### config.mk
export PLATFORM = sky130hd
export DESIGN_NAME = multiplier_datapath_taint_word
export DESIGN_NICKNAME = d
export VERILOG_FILES = /design/src/rtl/multiplier_datapath_taint_word.sv
export SDC_FILE = /design/constraint.sdc
export NUM_CORES = 1
export LEC_CHECK = 0
export ABC_CLOCK_PERIOD_IN_PS = 3500
export CORE_AREA = 2 2 56 58
export CTS_CLUSTER_DIAMETER = 100
export DETAILED_ROUTE_END_ITERATION = 7
export DIE_AREA = 0 0 58 60
export PLACE_DENSITY_LB_ADDON = 0.15
export SYNTH_ARGS = -nofsm -noshare
export SYNTH_HDL_FRONTEND = slang
export SYNTH_SLANG_ARGS = --single-unit
### constraint.sdc
create_clock -name clk -period 3.5 [get_ports clk]
set_input_delay 1.05 -clock clk [delete_from_list [all_inputs] [get_ports clk]]
set_output_delay 1.05 -clock clk [all_outputs]
set_load 0.02 [all_outputs]
### src/rtl/multiplier_datapath_taint_word.sv
// ---------------------------------------------------------------------------
// multiplier_datapath_taint_word
//
// Datapath stage of a sequential shift-add multiplier with word-granularity
// taint tracking (one taint bit per register). Sits downstream of the
// multiplier control FSM, which drives the strobes and reads back
// multiplierReg / multiplierReg_t.
//
// Optional feature macro: TAINT_CONSERVATIVE_CTRL_EN
//   undefined : a strobe taint counts only while its strobe is asserted
//   defined   : any tainted strobe taints its target, asserted or not
//
// Ports:
//   clk, rst                        clock, synchronous active-high reset
//   multiplicand / multiplicand_t   operand A and its taint
//   multiplier / multiplier_t       operand B and its taint
//   mdld, mrld (+ _t)               load multiplicand / multiplier register
//   rsclear, rsload, rsshr (+ _t)   running-sum ops (clear > load > shift)
//   productDone / productDone_t     capture the product this cycle
//   multiplierReg / multiplierReg_t multiplier register back to the FSM
//   product / product_t             captured 2*WIDTH-bit product and taint
//   product_valid / product_valid_t one-cycle capture pulse and its taint
// ---------------------------------------------------------------------------
module multiplier_datapath_taint_word #(
    parameter int WIDTH = 4
) (
    input  logic               clk,
    input  logic               rst,
    input  logic [WIDTH-1:0]   multiplicand,
    input  logic               multiplicand_t,
    input  logic [WIDTH-1:0]   multiplier,
    input  logic               multiplier_t,
    input  logic               mdld,
    input  logic               mdld_t,
    input  logic               mrld,
    input  logic               mrld_t,
    input  logic               rsclear,
    input  logic               rsclear_t,
    input  logic               rsload,
    input  logic               rsload_t,
    input  logic               rsshr,
    input  logic               rsshr_t,
    input  logic               productDone,
    input  logic               productDone_t,
    output logic [WIDTH-1:0]   multiplierReg,
    output logic               multiplierReg_t,
    output logic [2*WIDTH-1:0] product,
    output logic               product_t,
    output logic               product_valid,
    output logic               product_valid_t
);

    localparam int RSW = 2 * WIDTH + 1;

    logic [WIDTH-1:0]   md_r;
    logic [WIDTH-1:0]   mr_r;
    logic [RSW-1:0]     rs_r;
    logic               md_t_r;
    logic               mr_t_r;
    logic               rs_t_r;
    logic [2*WIDTH-1:0] product_r;
    logic               product_t_r;
    logic               product_valid_r;
    logic               product_valid_t_r;

    logic [RSW-1:0]     rs_next_s;
    logic               rs_data_t_s;
    logic               rs_t_next_s;
    logic               md_t_next_s;
    logic               mr_t_next_s;

    // Control-taint term: how much a strobe's taint contributes to its target.
    function automatic logic ctrl_taint(input logic s, input logic s_t);
`ifdef TAINT_CONSERVATIVE_CTRL_EN
        return s_t;
`else
        return s & s_t;
`endif
    endfunction

    // Running-sum next value and data taint, priority clear > load > shift.
    always_comb begin
        rs_next_s   = rs_r;
        rs_data_t_s = rs_t_r;
        if (rsclear) begin
            rs_next_s   = {RSW{1'b0}};
            rs_data_t_s = 1'b0;
        end else if (rsload) begin
            // W+1-bit add into the upper half; bit 2W keeps the carry.
            rs_next_s[2*WIDTH:WIDTH] = {1'b0, rs_r[2*WIDTH-1:WIDTH]} + {1'b0, md_r};
            rs_data_t_s              = rs_t_r | md_t_r;
        end else if (rsshr) begin
            rs_next_s   = {1'b0, rs_r[RSW-1:1]};
            rs_data_t_s = rs_t_r;
        end else begin
            rs_next_s   = rs_r;
            rs_data_t_s = rs_t_r;
        end
    end

    // Register taints; losing strobes still contribute their control term.
    always_comb begin
        rs_t_next_s = ctrl_taint(rsclear, rsclear_t) | ctrl_taint(rsload, rsload_t)
                    | ctrl_taint(rsshr, rsshr_t) | rs_data_t_s;
        md_t_next_s = ctrl_taint(mdld, mdld_t) | (mdld ? multiplicand_t : md_t_r);
        mr_t_next_s = ctrl_taint(mrld, mrld_t) | (mrld ? multiplier_t : mr_t_r);
    end

    // State and output registers with synchronous reset.
    always_ff @(posedge clk) begin
        if (rst) begin
            md_r              <= {WIDTH{1'b0}};
            mr_r              <= {WIDTH{1'b0}};
            rs_r              <= {RSW{1'b0}};
            md_t_r            <= 1'b0;
            mr_t_r            <= 1'b0;
            rs_t_r            <= 1'b0;
            product_r         <= {(2*WIDTH){1'b0}};
            product_t_r       <= 1'b0;
            product_valid_r   <= 1'b0;
            product_valid_t_r <= 1'b0;
        end else begin
            if (mdld) begin
                md_r <= multiplicand;
            end
            if (mrld) begin
                mr_r <= multiplier;
            end
            md_t_r <= md_t_next_s;
            mr_t_r <= mr_t_next_s;
            rs_r   <= rs_next_s;
            rs_t_r <= rs_t_next_s;
            // Capture sees this cycle's rs update, so the final shift is included.
            if (productDone) begin
                product_r       <= rs_next_s[2*WIDTH-1:0];
                product_t_r     <= rs_t_next_s | productDone_t;
                product_valid_r <= 1'b1;
            end else begin
                product_valid_r <= 1'b0;
            end
            product_valid_t_r <= ctrl_taint(productDone, productDone_t);
        end
    end

    assign multiplierReg   = mr_r;
    assign multiplierReg_t = mr_t_r;
    assign product         = product_r;
    assign product_t       = product_t_r;
    assign product_valid   = product_valid_r;
    assign product_valid_t = product_valid_t_r;

endmodule

==> impl_metrics.csv <==
group,metric,value,unit
clock_tree,numCtsBuffers,5,
synthesis,synth_cell_type_count,33,
synthesis,syn_area,1340,um2
route,wl,2520,um
clock_tree,cts-root-buf,"clkbuf_4",
worst_setup_path,crit_path_end,"product[3]",
global_route,grt_max_degree,18,
worst_setup_path,cpPeakStageDelay,0.60,ns
route,drc,0,
synthesis,syn_inst,138,
global_route,antenna_found_initial,0,
worst_setup_path,worstSetupPathType,"reg -> out",
finish,num-nets-final,205,
route,first_pass_iters,4,
global_route,use_met3,0.0649,
finish,fin_util,0.617,
worst_setup_path,startpoint_type,"flip-flop",
placed_design,dpl-instance-area,1720,um2
clock_tree,post-cts-setup-buffers,0,
timing,finalCritPeriodShare,0.663,
timing,setup_viol,0,
route,drt_iter0_markers,27,
global_route,first_global_vias,975,
worst_setup_path,critical_path_required,2.45,ns
pwr,p_per_area,394,nW/um2
clock_tree,cts_resized,0,
worst_setup_path,crit_slowest_cell,"clkdlybuf4s50_1",
clock_tree,cts_num_sinks,31,
placed_design,port_buffers,39,
clock_tree,clock_path_buffers,2,
route,viasPerCell,5.07,
timing,worst-slew-pin-transition,0.485,ns
floorplan,fp.dieW,58,um
timing,fin_skew,0.00734,ns
worst_setup_path,crit_start,"product[3]$_SDFFE_PP0P_",
global_route,grt_pass1_wl,4200,um
timing,slew_headroom,0.676,
worst_setup_path,path_buf_inv,1,
route,ant_nets,0,
clock_tree,h-tree-depth,2,
timing,fin_crit,2.32,ns
worst_setup_path,r2r_slack,1.76,ns
timing,setup_tns,0,ns
finish,antenna-diode-count,0,
route,wl_per_cell,12.0,um
floorplan,core,2900,um2
clock_tree,postCtsHoldBufs,0,
floorplan,io_pins,40,
worst_setup_path,cp_max_fo,2,
finish,drive_above_1_share,0.0621,
clock_tree,insertion_delay,0.32,ns
worst_setup_path,worst-path-stages,1,
run,maxCapViolations,0,
placed_design,place_congestion,0.750,
worst_setup_path,r2r_start,"rs_r[4]$_SDFF_PP0_",
clock_tree,path_clk_slew,0.09,ns
global_route,grt-busiest-layer,"met2",
worst_setup_path,cpLargestDelayFamily,"buffers and inverters",
timing,rsz0062_at_grt,"no",
worst_setup_path,end_kind,"primary output",
worst_setup_path,rr_endpoint,"rs_r[8]$_SDFFE_PP0P_",
pwr,total_leakage_power,0.762,nW
synthesis,ys_ff_latch,31,
synthesis,ys_seq_area_frac,0.464,
floorplan,rows,20,
global_route,grt_use_met2,0.265,
timing,max_freq,431,MHz
placed_design,place_hpwl,1910,um
worst_setup_path,reg2reg_depth,7,
pwr,ir_drop,0.287,mV
worst_hold_path,hold_path_class,"reg -> reg",
synthesis,yosysWarnings,0,
floorplan,dieArea,3480,um2
finish,layoutNonFillerInstCount,210,
placed_design,placedCellCount,202,
synthesis,syn-num-nets,167,
timing,final-max-slew-violation-count,0,
finish,syn_to_final_growth,34.1,%
global_route,grt.overflow.total,0,
route,via_count,1064,
timing,final-hold-violation-count,0,
worst_setup_path,arrival,1.27,ns
synthesis,avgSynthCellArea,9.68,um2
run_status,status,"complete, no violations",
finish,final_cell_area,1790,um2
global_route,use_met1,0.189,
worst_hold_path,min_from,"product[5]$_SDFFE_PP0P_",
floorplan,fp.dieH,60,um
global_route,grt_use_total,0.162,
clock_tree,cts_tree,"yes",
floorplan,floorplan.initialDensity,0.460,
worst_setup_path,path_cells,"clkdlybuf4s50_1",
## cells by family after synthesis
| group | after synthesis | synth area share |
|---|---|---|
| AND/OR/NAND/NOR | 43 | 0.153 |
| flip-flops | 31 | 0.464 |
| AO/OA/AOI/OAI | 24 | 0.131 |
| buffers and inverters | 17 | 0.0646 |
| multiplexers | 17 | 0.128 |
| adder cells (fa/ha/maj) | 5 | 0.0524 |
| XOR/XNOR | 1 | 0.00656 |
## stage by stage
| stage | setup slack (ns) | power, mW | hold slack, ns |
|---|---|---|---|
| 5_1_grt | 1.08 | 0.747 | 0.525 |
| 3_3_place_gp | 0.882 | 0.483 | 0.468 |
| 3_5_place_dp | 0.845 | 0.485 | 0.476 |
| 2_1_floorplan | 1.65 | 0.438 | 0.463 |
| 4_1_cts | 1.16 | 0.717 | 0.488 |
| 6_report | 1.18 | 0.706 | 0.481 |
## state kept, by name (all words and copies together) (netlist names)
signal / flops
md_t_r: 1
multiplierReg: 4
md_r: 4
product: 8
product_valid_t: 1
rs_t_r: 1
rs_r: 9
product_t: 1
product_valid: 1
multiplierReg_t: 1
## synth_stat cells
library cell	number	area (um2)
o21bai_1	1	7.51
dfxtp_1	31	621
nor2b_1	6	37.5
nor3_1	5	25.0
inv_1	7	26.3
o22ai_1	1	6.26
buf_6	2	22.5
buf_2	3	15.0
a2111oi_1	1	10.0
nor3b_1	2	15.0
xor2_1	1	8.76
ha_1	4	50.1
a21o_1	2	15.0
o21ai_1	2	10.0
mux2_1	1	11.3
nand2b_1	1	6.26
a211o_1	1	8.76
mux2i_1	16	160
buf_4	1	7.51
a22oi_1	2	15.0
or2b_1	1	7.51
nand2_1	8	30.0
nand2b_2	1	8.76
clkbuf_1	4	15.0
a211oi_1	4	30.0
and2_1	1	6.26
o32ai_1	1	8.76
nor2_1	18	67.6
fa_1	1	20.0
a222oi_1	1	10.0
a21oi_1	3	15.0
a21oi_2	1	8.76
o31ai_1	4	30.0
## worst min-delay path by stage
stage	end	cells past startpoint
2_1_floorplan	md_t_r$_SDFF_PP0_	2
3_3_place_gp	product[5]$_SDFFE_PP0P_	2
6_report	product[5]$_SDFFE_PP0P_	2
4_1_cts	product[5]$_SDFFE_PP0P_	2
3_5_place_dp	product[5]$_SDFFE_PP0P_	2
5_1_grt	product[7]$_SDFFE_PP0P_	2
## per-layer routing
layer,vias up,routed length [um]
li1,552,-
met1,481,1090
met2,29,1250
met3,2,155
met4,0,24
met5,-,0
## worst min-delay path: stages (launching register included)
cell	delay (ns)
dfxtp_1	0.31
nand2_1	0.06
o22ai_1	0.06
## area by class of cell
| type | instances | area [um2] |
|---|---|---|
| Fill cell | 269 | 1110 |
| Timing Repair Buffer | 41 | 405 |
| Tap cell | 33 | 41.3 |
| Inverter | 7 | 26.3 |
| Clock buffer | 8 | 68.8 |
| Sequential cell | 31 | 621 |
| Multi-Input combinational cell | 90 | 629 |
## power by group
group | switching [mW] | internal, mW
sequential | 0.00739 | 0.366
clock | 0.111 | 0.118
combinational | 0.0473 | 0.0562
total | 0.165 | 0.540
## cells in the final DEF, fill, tap and decap left out, drive strengths merged, types with 4 or more instances in the layout
master	count
a211oi	4
a21oi	4
clkbuf	8
clkdlybuf4s50	39
dfxtp	31
ha	4
inv	7
mux2i	16
nand2	8
nor2	18
nor2b	6
nor3	5
o31ai	4
(Power assumes the default switching activity.)
